File: config.mk
export PLATFORM = sky130hd
export DESIGN_NAME = if_fetch_queue_flat
export DESIGN_NICKNAME = d
export VERILOG_FILES = /design/src/rtl/if_fetch_queue_if.sv /design/src/rtl/if_fetch_queue.sv /design/src/flat_wrapper.sv
export SDC_FILE = /design/constraint.sdc
export NUM_CORES = 1
export LEC_CHECK = 0
export ABC_AREA = 1
export BUFFER_PORTS_ARGS = -buffer_cell sky130_fd_sc_hd__buf_2
export CORE_MARGIN = 2
export CORE_UTILIZATION = 40
export DETAILED_ROUTE_END_ITERATION = 8
export PLACE_DENSITY_LB_ADDON = 0.05
export SLEW_MARGIN = 5
export SYNTH_ARGS = -nofsm -noshare
export SYNTH_HDL_FRONTEND = slang
export SYNTH_SLANG_ARGS = --single-unit
File: constraint.sdc
create_clock -name clk -period 3.5 [get_ports clk]
set_input_delay 0.35 -clock clk [delete_from_list [all_inputs] [get_ports clk]]
set_output_delay 0.35 -clock clk [all_outputs]
set_load 0.05 [all_outputs]
File: src/rtl/if_fetch_queue_if.sv
// Bundle of redirect, instruction-memory and decode-side handshake signals for if_fetch_queue.
interface if_fetch_queue_if #(
    parameter int unsigned ADDR_W = 32
);
    logic              redir_valid;
    logic              redir_sel;
    logic [ADDR_W-1:0] redir_base;
    logic [31:0]       redir_imm;
    logic [ADDR_W-1:0] redir_alu;
    logic              imem_req;
    logic [ADDR_W-1:0] imem_addr;
    logic [31:0]       imem_rdata;
    logic              out_valid;
    logic              out_ready;
    logic [31:0]       out_inst;
    logic [ADDR_W-1:0] out_pc;
    logic [ADDR_W-1:0] out_pc4;
    logic              misalign_err;

    modport master (
        input  redir_valid, redir_sel, redir_base, redir_imm, redir_alu,
        input  imem_rdata, out_ready,
        output imem_req, imem_addr, out_valid, out_inst, out_pc, out_pc4, misalign_err
    );

    modport slave (
        output redir_valid, redir_sel, redir_base, redir_imm, redir_alu,
        output imem_rdata, out_ready,
        input  imem_req, imem_addr, out_valid, out_inst, out_pc, out_pc4, misalign_err
    );
endinterface

File: src/rtl/if_fetch_queue.sv
// Instruction fetch unit: PC, one-cycle imem port and a QDEPTH-entry instruction queue to decode.
// Optional IF_MISALIGN_CHK_EN: misaligned redirects halt fetch and pulse misalign_err.
module if_fetch_queue #(
    parameter int unsigned       ADDR_W   = 32,
    parameter logic [ADDR_W-1:0] RESET_PC = '0,
    parameter int unsigned       QDEPTH   = 4
) (
    input  logic            clk,
    input  logic            rst_n,
    if_fetch_queue_if.master bus
);
    localparam int unsigned PTR_W = $clog2(QDEPTH);
    localparam int unsigned CNT_W = PTR_W + 2;

    typedef struct packed {
        logic [31:0]       inst;
        logic [ADDR_W-1:0] pc;
    } entry_t;

    entry_t            q [QDEPTH];
    logic [PTR_W:0]    wptr;
    logic [PTR_W:0]    rptr;
    logic [PTR_W:0]    occ;
    logic [CNT_W-1:0]  pending;
    logic [ADDR_W-1:0] pc;
    logic [ADDR_W-1:0] inflight_pc;
    logic              inflight;
    logic              run;
    logic              pop;
    logic              issue;
    logic              target_ok;
    logic [ADDR_W-1:0] target_raw;
    logic [ADDR_W-1:0] target;
    entry_t            head;

    assign occ        = wptr - rptr;
    assign head       = q[rptr[PTR_W-1:0]];
    assign pop        = bus.out_valid & bus.out_ready;
    // Slots already claimed once this cycle's pop leaves: stored entries plus the one in flight.
    assign pending    = CNT_W'(occ) + CNT_W'(inflight) - CNT_W'(pop);
    assign issue      = rst_n & run & ~bus.redir_valid & (pending < CNT_W'(QDEPTH));
    assign target_raw = bus.redir_sel ? (bus.redir_alu & ~ADDR_W'(1))
                                      : (bus.redir_base + bus.redir_imm[ADDR_W-1:0]);

    assign bus.imem_req  = issue;
    assign bus.imem_addr = pc;
    assign bus.out_valid = (occ != '0) & ~bus.redir_valid;
    assign bus.out_inst  = head.inst;
    assign bus.out_pc    = head.pc;
    assign bus.out_pc4   = head.pc + ADDR_W'(4);

`ifdef IF_MISALIGN_CHK_EN
    typedef enum logic {RUN, HALT} state_t;

    state_t state;
    logic   misalign_q;

    assign target_ok        = (target_raw[1:0] == 2'b00);
    assign target           = target_raw;
    assign run              = (state == RUN);
    assign bus.misalign_err = misalign_q;

    // Misaligned redirect parks the unit in HALT until an aligned redirect arrives.
    always_ff @(posedge clk or negedge rst_n) begin
        if (!rst_n) begin
            state      <= RUN;
            misalign_q <= 1'b0;
        end else begin
            misalign_q <= bus.redir_valid & ~target_ok;
            if (bus.redir_valid) begin
                state <= target_ok ? RUN : HALT;
            end
        end
    end
`else
    assign target_ok        = 1'b1;
    assign target           = target_raw & ~ADDR_W'(3);
    assign run              = 1'b1;
    assign bus.misalign_err = 1'b0;
`endif

    // PC, in-flight tracking and queue. The response presented during a redirect cycle is
    // discarded at the flushing edge, so nothing fetched before the redirect survives.
    always_ff @(posedge clk or negedge rst_n) begin
        if (!rst_n) begin
            pc          <= RESET_PC;
            inflight    <= 1'b0;
            inflight_pc <= '0;
            wptr        <= '0;
            rptr        <= '0;
            for (int i = 0; i < QDEPTH; i++) begin
                q[i] <= '0;
            end
        end else begin
            inflight <= issue;
            if (issue) begin
                pc          <= pc + ADDR_W'(4);
                inflight_pc <= pc;
            end
            if (bus.redir_valid) begin
                wptr <= '0;
                rptr <= '0;
                if (target_ok) begin
                    pc <= target;
                end
            end else begin
                if (inflight) begin
                    q[wptr[PTR_W-1:0]] <= '{inst: bus.imem_rdata, pc: inflight_pc};
                    wptr               <= wptr + (PTR_W+1)'(1);
                end
                if (pop) begin
                    rptr <= rptr + (PTR_W+1)'(1);
                end
            end
        end
    end
endmodule

File: src/flat_wrapper.sv
// flat-port wrapper written by rule: the top's interface ports become plain ports
module if_fetch_queue_flat 
#(
    parameter int unsigned       ADDR_W   = 32,
    parameter logic [ADDR_W-1:0] RESET_PC = '0,
    parameter int unsigned       QDEPTH   = 4
)
  (clk, rst_n, bus_redir_valid, bus_redir_sel, bus_redir_base, bus_redir_imm, bus_redir_alu, bus_imem_rdata, bus_out_ready, bus_imem_req, bus_imem_addr, bus_out_valid, bus_out_inst, bus_out_pc, bus_out_pc4, bus_misalign_err);
  if_fetch_queue_if #(.ADDR_W(ADDR_W)) bus_i ();
  input  logic clk;
  input  logic rst_n;
  input wire logic [$bits(bus_i.redir_valid)-1:0] bus_redir_valid;
  input wire logic [$bits(bus_i.redir_sel)-1:0] bus_redir_sel;
  input wire logic [$bits(bus_i.redir_base)-1:0] bus_redir_base;
  input wire logic [$bits(bus_i.redir_imm)-1:0] bus_redir_imm;
  input wire logic [$bits(bus_i.redir_alu)-1:0] bus_redir_alu;
  input wire logic [$bits(bus_i.imem_rdata)-1:0] bus_imem_rdata;
  input wire logic [$bits(bus_i.out_ready)-1:0] bus_out_ready;
  output wire logic [$bits(bus_i.imem_req)-1:0] bus_imem_req;
  output wire logic [$bits(bus_i.imem_addr)-1:0] bus_imem_addr;
  output wire logic [$bits(bus_i.out_valid)-1:0] bus_out_valid;
  output wire logic [$bits(bus_i.out_inst)-1:0] bus_out_inst;
  output wire logic [$bits(bus_i.out_pc)-1:0] bus_out_pc;
  output wire logic [$bits(bus_i.out_pc4)-1:0] bus_out_pc4;
  output wire logic [$bits(bus_i.misalign_err)-1:0] bus_misalign_err;
  assign bus_i.redir_valid = bus_redir_valid;
  assign bus_i.redir_sel = bus_redir_sel;
  assign bus_i.redir_base = bus_redir_base;
  assign bus_i.redir_imm = bus_redir_imm;
  assign bus_i.redir_alu = bus_redir_alu;
  assign bus_i.imem_rdata = bus_imem_rdata;
  assign bus_i.out_ready = bus_out_ready;
  assign bus_imem_req = bus_i.imem_req;
  assign bus_imem_addr = bus_i.imem_addr;
  assign bus_out_valid = bus_i.out_valid;
  assign bus_out_inst = bus_i.out_inst;
  assign bus_out_pc = bus_i.out_pc;
  assign bus_out_pc4 = bus_i.out_pc4;
  assign bus_misalign_err = bus_i.misalign_err;
  if_fetch_queue #(.ADDR_W(ADDR_W), .RESET_PC(RESET_PC), .QDEPTH(QDEPTH)) u_core (.clk(clk), .rst_n(rst_n), .bus(bus_i));
endmodule
Word level (Yosys, flattened, before mapping)

Cells that the tools add are included.

Register bits after elaboration: 327
Output and inout port bits: 131
Logic and storage cells: 51

Add/sub/neg operators: 8
$lt $le $gt $ge: 4
Multiplexer cells: 13
Bitwise logic cells: 7
Reduce and logical (&&, ||, !) cells: 6

Operators with widths:

| cell                                                        | number |
|---|---|
| bitwise mux 256 bit                                         | 1 |
| two-way mux 64 bit                                          | 3 |
| binary-select mux 64 bit (select 2 bit)                     | 1 |
| demux 64 bit (select 2 bit)                                 | 1 |
| two-way mux 32 bit                                          | 3 |
| adder 32 x 3 -> 32 bit (second input constant)              | 2 |
| adder 32 bit                                                | 1 |
| two-way mux 3 bit                                           | 4 |
| adder 3 x 1 -> 3 bit (second input constant)                | 2 |
| >= comparator 3 bit (second input constant)                 | 2 |
| NOT 2 -> 3 bit                                              | 2 |
| nonzero test 2 bit                                          | 3 |
| adder 3 x 1 -> 4 bit                                        | 1 |
| AND 1 bit                                                   | 4 |
| less-than comparator 4 x 3 -> 1 bit (second input constant) | 1 |
| subtractor 4 x 1 -> 4 bit                                   | 1 |
| less-than comparator 3 x 1 -> 1 bit (second input constant) | 1 |
| nonzero test 3 bit                                          | 1 |
| subtractor 3 bit                                            | 1 |
| AND reduction 2 bit                                         | 1 |
| logical AND 1 bit                                           | 1 |
| NOT 1 bit                                                   | 1 |

Depth between registers and ports, before layout

Gate-level depths: netlist (run 1).

Depth after elaboration: 9
Depth in mapped cells: 20
Gate-level depth less buffers: 19

Worst setup path after synthesis (run 1)

No wires, ideal clock.

Kind: reg-to-output
Start: register u_core.rptr[0]
End: output port bus_out_pc4[26]
Arrival time: 2.998 ns
Slack: 0.152 ns
Cell stages (with the launch flop): 14
Path buffers: 2
Cells stage by stage: dfrtp_1 > buf_6 > clkinv_4 > buf_8 > nand2_1 > nand3_1 > and2_1 > ha_1 > inv_1 > nor2_1 > inv_1 > nor3_2 > nand3_1 > xor2_1

Cells in the longest elaborated chain, start to end: 5

Ends and longest elaborated chain:

| what                                                   | line                  | source |
|---|---|---|
| start, declared                                        | if_fetch_queue.sv:22  | `logic [PTR_W:0] rptr;` |
| start signal, assigned                                 | if_fetch_queue.sv:112 | `rptr <= rptr + (PTR_W+1)'(1);` |
| NOT 2 -> 3 bit (not written as such)                   | if_fetch_queue.sv:37  | `assign head = q[rptr[PTR_W-1:0]];` |
| binary-select mux 64 bit (select 2 bit)                | if_fetch_queue.sv:37  |  |
| two-way mux 64 bit (not written as such) (2 in series) | if_fetch_queue.sv:37  |  |
| net bus_out_pc[2]                                      | flat_wrapper.sv:23    | `output wire logic [$bits(bus_i.out_pc)-1:0] bus_out_pc;` |
| adder 32 x 3 -> 32 bit                                 | if_fetch_queue.sv:50  | `assign bus.out_pc4 = head.pc + ADDR_W'(4);` |
| end, declared                                          | flat_wrapper.sv:24    | `output wire logic [$bits(bus_i.out_pc4)-1:0] bus_out_pc4;` |

The timed path passes the listed nets, and every way through them passes these cells. The select of a mux whose other input is x is not followed.

Worst setup path in the final report (run 1)

Start: register u_core.rptr[0]
End: output port bus_imem_req

Cells in the longest elaborated chain, start to end: 7

Ends and longest elaborated chain:

| what                                                         | line                 | source |
|---|---|---|
| subtractor 3 bit *                                           | if_fetch_queue.sv:36 | `assign occ = wptr - rptr;` |
| branches (longest 3 deep; another with adder 3 x 1 -> 4 bit) | -                    |  |
| subtractor 4 x 1 -> 4 bit *                                  | if_fetch_queue.sv:40 | `assign pending = CNT_W'(occ) + CNT_W'(inflight) - CNT_W'(pop);` |
| less-than comparator 4 x 3 -> 1 bit *                        | if_fetch_queue.sv:41 | `assign issue = rst_n & run & ~bus.redir_valid & (pending < CNT_W'(QDEPTH));` |
| AND 1 bit *                                                  | if_fetch_queue.sv:41 |  |
| end, declared                                                | flat_wrapper.sv:19   | `output wire logic [$bits(bus_i.imem_req)-1:0] bus_imem_req;` |

Every way passes the cells marked *.

==> flow_results.org, run 1 <==
** Synth
- Total of warnings raised by yosys :: 0
- Avg Inst Size Synth :: 7.203 sq um
- Yosys mapped the design onto 45 distinct sky130hd cell types.
- Counting flops with an async set or reset pin after synthesis yields a share of 1.000.
- The post-synthesis compound-gate area fraction was 0.1460.
- Number of instances in the synthesized netlist :: roughly 2,500
- Dominant combinational cell family by area after synthesis :: simple AND/OR/NAND/NOR gates
- Synth Area in Adders :: 0.02978
- Number of flip-flops and latches in the synthesized netlist :: 315
- Share of cell area taken by muxes after synthesis :: 0
- Yosys mapped a number of flops with a built-in enable equal to 0.
- Simple-Gate Fraction of Synth Area :: 0.2686
- Summing every instance area after synthesis gives 0.01790 sq mm.
- Sequential element share of the synthesized area :: 0.4404
- The most used flip-flop cell after synthesis is dfrtp_1.
- XOR/XNOR share of the synthesized area :: 0.02733

** Placed design
- Pre-CTS setup slack :: 0.1309 ns
- Final weighted congestion of routability-driven global placement :: roughly 0.95
- DPL Wire Length :: 37,850 microns
- Port buffering added 254 buffers.

** Pwr
- Across the VDD grid, the largest voltage drop is 0.0008484 V.
- The design draws 19,510 uW.
- Power density over cell area :: approximately 900 mW/mm^2
- For this design the static power due to leakage is 0.01104 uW.

** Worst setup path
- Walking the worst path, the cells encountered are ha_4 -> fa_2 -> nand3_2 -> nand2_2 -> nor2_4 -> ha_4 -> inv_2 -> ha_4 -> nand2_2 -> nand2_2 -> xnor2_2 -> o21ai_2 -> nor2_4 -> buf_12.
- STA classifies the critical path startpoint as a flip-flop.
- For flop-to-flop paths, the worst setup slack is 0.33 ns.
- Required time at the worst-slack endpoint :: about 3.2 ns
- Delay-heaviest family, CP :: adder cells
- The slowest stage of the critical path belongs to the cell fa_2.
- The startpoint identified for the worst register-to-register timing path is u_core.rptr[0].
- Worst reg2reg path depth :: 19
- Crit path largest cell delay :: 0.56 ns
- Along the worst path, the maximum fanout reaches 5.
- Total buffers and inverters traversed by the critical path :: 2
- The worst setup path is of the flip-flop to output pin kind.
- Data arrives at the worst endpoint at 3.06 ns.
- Worst reg2reg endpoint :: u_core.bus.imem_addr[29]
- Kind of capture point of the worst setup path :: output pin

** Timing
- Max-slew violation count :: 0
- Max frequency :: a little under 0.3 GHz
- Unrepaired setup endpoints after global routing :: yes
- Final Hold Violating Endpoints :: 0
- Final clock period utilization by the worst path :: 0.9751
- For the pin with the worst max-slew slack, the measured transition is slightly above 0.9 ns.
- Setup violations remaining at the end of the flow were counted as 0.
- Worst-case headroom to the max-slew limit :: 0.3862
- Worst setup slack after layout :: between 0.08 and 0.09 ns
- Setup Skew :: between 0.02 and 0.03 ns
- Minimum clock period after layout :: 3.413 ns

** Global routing
- Vias in the first global route :: around 16,000
- Entering global routing, the biggest net connects 163 pins.
- After global routing the overflow that remains totals 0.
- The first global-routing pass estimated 88,890 microns of wire.
- Combined global-route utilization of all metal layers :: 0.2399
- Initial antenna violation count :: 4

** Floorplanning
- The total area inside the core boundary comes to 0.04422 sq mm.
- After floorplanning, the core was divided into 77 placement rows.
- Top-Level Pins :: 264
- For this configuration, the core starts out at a cell density of 0.4048.
- Die footprint :: 0.04646 sq mm
- Die height :: 215.5 microns
- From left edge to right edge, the die measures 215.5 microns.

** Layout
- Layout Area Growth over Synthesis :: 20.94%
- The library cell used most frequently in the layout, excluding fill and tap cells, is nand2_1.
- For this run, the share of the core covered by cells in the final layout is 0.4895.
- Post-layout nets :: 2,899
- Fraction of layout instances using a drive strength above 1 :: 0.1664
- Commonest cells after routing, fill and taps aside :: nand2_1, o21ai_0, dfrtp_1, buf_2, nor2_1

** Worst hold path
- Hold path startpoint :: bus_imem_rdata[15]
- For hold timing, the worst endpoint is u_core.q[111].
- Path class of the lowest-slack min-delay path :: input port to flip-flop
- Counting instances, the worst hold path has a depth of 3.

** Detailed routing
- Before antenna repair, the detailed router went through 5 iterations.
- Once detail routing completed, the nets flagged for antenna violations numbered 0.
- Total DRC errors in the routed layout :: 0
- Aggregate routed wire length :: around 56,000 microns
- Detailed router's first-iteration violation count :: roughly 1,400
- The detailed router placed 16,792 vias in this run.
- Wire length per cell after detailed routing :: 16.76 microns
- Dividing the detail-routed via count by the number of cells gives 5.014.

** Clock tree
- Clock edge transition at the registers on the reported setup and hold paths :: 0.06 ns
- No sink is reached through more buffers than the 3 on the longest clock path.
- The later pin in the worst-skew pair is clocked with a latency of approximately 0.56 ns.
- TritonCTS built the clock tree.
- The H-tree was split into 2 levels.
- Number of buffers inserted during clock tree synthesis :: 38
- The tree is rooted in a clkbuf_16.
- The clock drives 315 sinks.

** Run
- Reported max-cap violation count :: 0

** Run status
- Outcome :: completed
==> worst register-to-register path: cells and delay by family (launching register included) <==
family | cells | cell delay (ns)
buf+inv | 4 | 0.53
fa+ha+maj | 4 | 1.09
xor+xnor | 1 | 0.14
flops | 1 | 0.52
simple gates | 8 | 0.59
compound gates | 2 | 0.23
==> synth_stat cells (10+ instances only) <==
master / count / share of area
buf_2: 15 / 0.0042
o22ai_1: 34 / 0.012
dfrtp_1: 315 / 0.44
inv_2: 19 / 0.0040
ha_1: 41 / 0.029
clkbuf_1: 83 / 0.017
nand2_1: 758 / 0.16
o21ai_0: 383 / 0.11
nand3_1: 119 / 0.033
nor2_1: 242 / 0.051
inv_1: 237 / 0.050
a21oi_1: 59 / 0.016
xnor2_1: 12 / 0.0059
buf_4: 11 / 0.0046
nand2_2: 13 / 0.0045
nor3_1: 20 / 0.0056
xor2_1: 42 / 0.021
nor2_2: 10 / 0.0035
==> kinds of logic after synthesis <==
family,Yosys count
simple gates,1188
compound gates,503
buf+inv,381
flops,315
xor+xnor,55
fa+ha+maj,42
other cells,1
==> worst max path at each step <==
stage	from	endpoint	slack, ns	cells past startpoint
final	u_core.rptr[0]	bus_imem_req	0.09	14
after global routing	u_core.rptr[0]	bus_imem_req	-0.04	15
after CTS	u_core.rptr[0]	bus_imem_req	-0.09	15
after detailed placement	u_core.wptr[0]	u_core.bus.imem_addr[29]	0.13	21
after global placement	u_core.rptr[0]	u_core.bus.imem_addr[3]	0.19	20
after floorplan	u_core.rptr[0]	bus_out_pc4[26]	0.15	13
==> repair_timing <==
| item | 4_1_cts | 5_1_grt |
|---|---|---|
| pin swaps | 12 | 12 |
| gates resized for setup | 20 | 27 |
| hold endpoints to repair | 29 | 0 |
| gates cloned | 2 | 5 |
| buffers inserted | 6 | 8 |
| hold buffers | 1 | 0 |
| setup endpoints to repair | 23 | 47 |
==> layout make-up <==
cell class                      instances  area, sq um
Sequential cell                       315         7888
Fill cell                            4467        22570
Clock inverter                          9        148.9
Antenna cell                            5        12.51
Inverter                              258        997.2
Timing Repair Buffer                  316         2082
Clock buffer                           59         1161
Multi-Input combinational cell       1795         8618
Tap cell                              592        740.7
==> registers in the layout (all words and copies together), names as in the netlist <==
name and flops:
u_core.rptr 3, u_core.wptr 3, u_core.inflight 1, u_core.inflight_pc 30
u_core.bus.imem_addr 30, u_core.q 248
==> metal layers <==
| metal | part of all wire | GRT usage | vias to the layer above |
|---|---|---|---|
| met2 | 0.47 | 0.3952 | 421 |
| met3 | 0.050 | 0.03721 | 96 |
| met1 | 0.45 | 0.3254 | 7867 |
| met5 | 0.00012 | 0 | - |
| li1 | - | - | 8406 |
| met4 | 0.027 | 0.07425 | 2 |
==> stage by stage <==
stage	instance area (sq um)	TNS [ns]	hold slack, ns	std cells
detailed placement	19830	0	0.2370	3254
floorplan	17920	0	0.05441	2491
finish	21650	0	0.1100	3349
CTS	21360	-0.09341	0.08118	3331
global placement	19830	0	0.2375	3254
global route	21640	-0.04284	0.1142	3346
==> report_power, final <==
group	leakage (uW)	internal, uW	switching (uW)
sequential	0.00418	4610	748
combinational	0.00621	2660	7390
clock	0.000639	2510	1600
total	0.0110	9780	9740
No activity file was read; power rests on OpenSTA's default activity.
==> run 2: changes to the inputs <==
==> constraint.sdc (replaced) <==
create_clock -name clk -period 3.5 [get_ports clk]
set_input_delay 0.175 -clock clk [delete_from_list [all_inputs] [get_ports clk]]
set_output_delay 0.175 -clock clk [all_outputs]
set_load 0.05 [all_outputs]
==> run 2 against run 1 <==
  * Sequential power hardly changed
  * Highest routed layer is now met4
  * Critical path type unchanged
  * Design area barely moved
  * Clock power down 1%
==> flow_results.org, run 2 (synthesis gave the netlist of run 1 again) <==
** Timing
- The clock arrives with roughly 0.019 ns of skew.
- Minimum clock period after layout :: roughly 3.4 ns
- Final Hold Violating Endpoints :: 0
- Setup violations remaining at the end of the flow were counted as 0.
- Across all hold checks on the routed design, the worst slack comes to 0.03416 ns.
- The worst pin sits at a relative slew slack of 0.4385.
- The number of max-slew violations in the final report came to 0.
- Static timing analysis puts the maximum clock frequency at 0.2964 GHz.
- Final clock period utilization by the worst path :: 0.9641
- Setup repair after global routing could not meet its margin everywhere.
- Transition time at the pin with the least slew margin :: 0.8413 ns

** Layout
- Post-layout nets :: 2,919
- Fillers :: 4,555
- Commonest cells after routing, fill and taps aside :: nand2_1, o21ai_0, dfrtp_1, buf_2, nor2_1
- After routing the design area is 0.02163 sq mm.
- Leaving out fill and tap cells, the most frequent cell in the layout is nand2_1.
- Register with the most flip-flops :: u_core.q
- Fraction of layout instances using a drive strength above 1 :: 0.1572
- Post-route non-filler standard cell count :: 3,366
- The area growth from synthesis to layout is 20.83%.
- The register with the most flip-flops in the layout has ~250 of them.

** Placed design
- I/O Buffers :: 254
- Final weighted congestion of routability-driven global placement :: 0.9162
- Instance count after placement with tap cells included :: between 3,000 and 4,000
- Area after DPL :: 0.01977 sq mm
- Once detailed placement completed, the half-perimeter wirelength came to 38,580 microns.

** Worst setup path
- Arrival @ worst endpoint :: 3.20 ns
- The worst setup path is captured at an output pin.
- The setup path with the least slack is of type flip-flop to output pin.
- Kind of start point of the critical path :: flip-flop
- Largest fanout of any net on the critical path :: 64
- At the worst endpoint, the required time is ~3.3 ns.

** Clock tree
- Clock tree from TritonCTS :: done
- Counting the buffers created by CTS gives 39.
- The tree is rooted in a clkbuf_16.
- Clock-pin slew was measured on the worst setup and hold paths at ~0.060 ns.
- The clock tree synthesis step divided the H-tree into 2 levels.
- Insertion delay of the later-clocked pin in the worst-skew pair :: around 0.55 ns
- Total clock sinks :: 315
- No sink is reached through more buffers than the 3 on the longest clock path.

** Global routing
- In the global route stage, overall resource usage came out at 0.2388.
- The number of global-route vias before repair came to 16,154.
- Initial antenna violation count :: 1
- Entering global routing, the biggest net connects 118 pins.
- First-pass GRT wire length :: 88,290 microns
- Leftover overflow at the end of global routing :: 0

** Detailed routing
- The first TritonRoute pass finished after 5 iterations.
- Once detail routing completed, the nets flagged for antenna violations numbered 0.
- Vias per cell :: approximately 5.0
- Total DRC errors in the routed layout :: 0
- Wire length per cell after detailed routing :: roughly 16 microns
- In this run, the number of DRC markers left after iteration 0 of detailed routing was 1,345.
- Aggregate routed wire length :: 55,440 microns
- Via count of the routed design :: ~17,000

** Floorplanning
- Number of cell rows :: 77
- Top-Level Pins :: 264
- From bottom edge to top edge, the die measures 215.5 microns.
- For this configuration, the core starts out at a cell density of 0.4048.
- The die covers 0.04646 sq mm.
- Width of the die :: roughly 220 microns
- The core region is approximately 0.044 sq mm.

** Pwr
- Power density over cell area :: 886.1 mW/mm^2
- Post-layout power :: 19,160 uW
- Across the VDD grid, the largest voltage drop is around 0.00087 V.
- Static Leak :: 0.01103 uW

** Run
- Reported max-cap violation count :: 0

** Worst hold path
- In this run the worst hold path is classified as input port to flip-flop.

** Run status
- Outcome :: completed
## run 2: cell count changes in the layout (fill, tap and decap cells not counted), moves of 3 or more
cell | previous run | this run
buf_12 | 9 | 5
buf_6 | 0 | 3
clkinv_2 | 2 | 5
dlygate4sd3_1 | 1 | 35
nand2_2 | 17 | 14
diode_2 | 5 | 1
buf_4 | 47 | 42
clkbuf_16 | 44 | 39
nand2_1 | 749 | 753
## run 2: final timing paths
path                                        start                  endpoint  slack (ns)  cells after the start
min in group asynchronous                   rst_n              u_core.q[42]        0.08                      2
max in group asynchronous                   rst_n            u_core.rptr[0]        2.34                      3
worst max register to register     u_core.rptr[0]  u_core.bus.imem_addr[16]        0.24                     20
worst max-delay path               u_core.rptr[0]           bus_out_pc4[28]        0.13                     12
worst min register to register      u_core.q[116]             u_core.q[116]        0.48                      2
worst min-delay path            bus_redir_alu[30]  u_core.bus.imem_addr[30]        0.03                      5
## run 2: worst max-delay path, cell delays in order, from the launching register on
cell and delay (ns):
dfrtp_4 0.52, buf_16 0.21, clkinv_16 0.17, buf_6 0.22
nand2_1 0.07, nand3_1 0.08, nand2_1 0.15, nor2_2 0.18
nand3_2 0.15, nor4_4 0.34, nand3_1 0.12, nand2_1 0.11
clkbuf_4 0.23
## run 2: final cells by class
class / instances / area (sq um) / area share
multi-input combinational: 1795 / 8576 / 0.3965
sequential: 315 / 7888 / 0.3647
timing repair buffer: 335 / 2118 / 0.09794
clock buffer: 56 / 1130 / 0.05224
inverter: 258 / 997.2 / 0.04611
tap: 592 / 740.7 / 0.03425
clock inverter: 14 / 176.4 / 0.008157
antenna: 1 / 2.502 / 0.0001157
## run 2: layer usage
metal  GRT usage  share of wire  up-vias  wire length, microns
li1            -              -     8429                     -
met1      0.3322           0.47     7827                 26150
met2      0.3914           0.46      422                 25520
met3     0.03129          0.046       72                  2552
met4     0.06690          0.022        0                  1219
met5           0              0        -                     0
## run 2: timing repair
action	in CTS	in global routing
gates cloned	1	0
resized for setup	9	30
buffers inserted	1	2
hold buffers	35	0
setup endpoints to repair	23	46
pin swaps	1	9
endpoints found under the hold margin	276	0
## run 2: where the power goes
part	total (uW)	internal, uW	switching [uW]	leakage (uW)
logic	9720	2440	7280	0.00620
registers	5370	4610	758	0.00418
clock network	4070	2480	1590	0.000640
## run 2: stage by stage
| stage | setup TNS (ns) | setup WS, ns | util |
|---|---|---|---|
| global route | -0.1446 | -0.03574 | 0.4891 |
| detailed placement | 0 | 0.2043 | 0.4470 |
| floorplan | 0 | 0.2693 | - |
| CTS | 0 | 0.003447 | 0.4864 |
| finish | 0 | 0.1258 | 0.4891 |
| global placement | 0 | 0.2112 | 0.4470 |
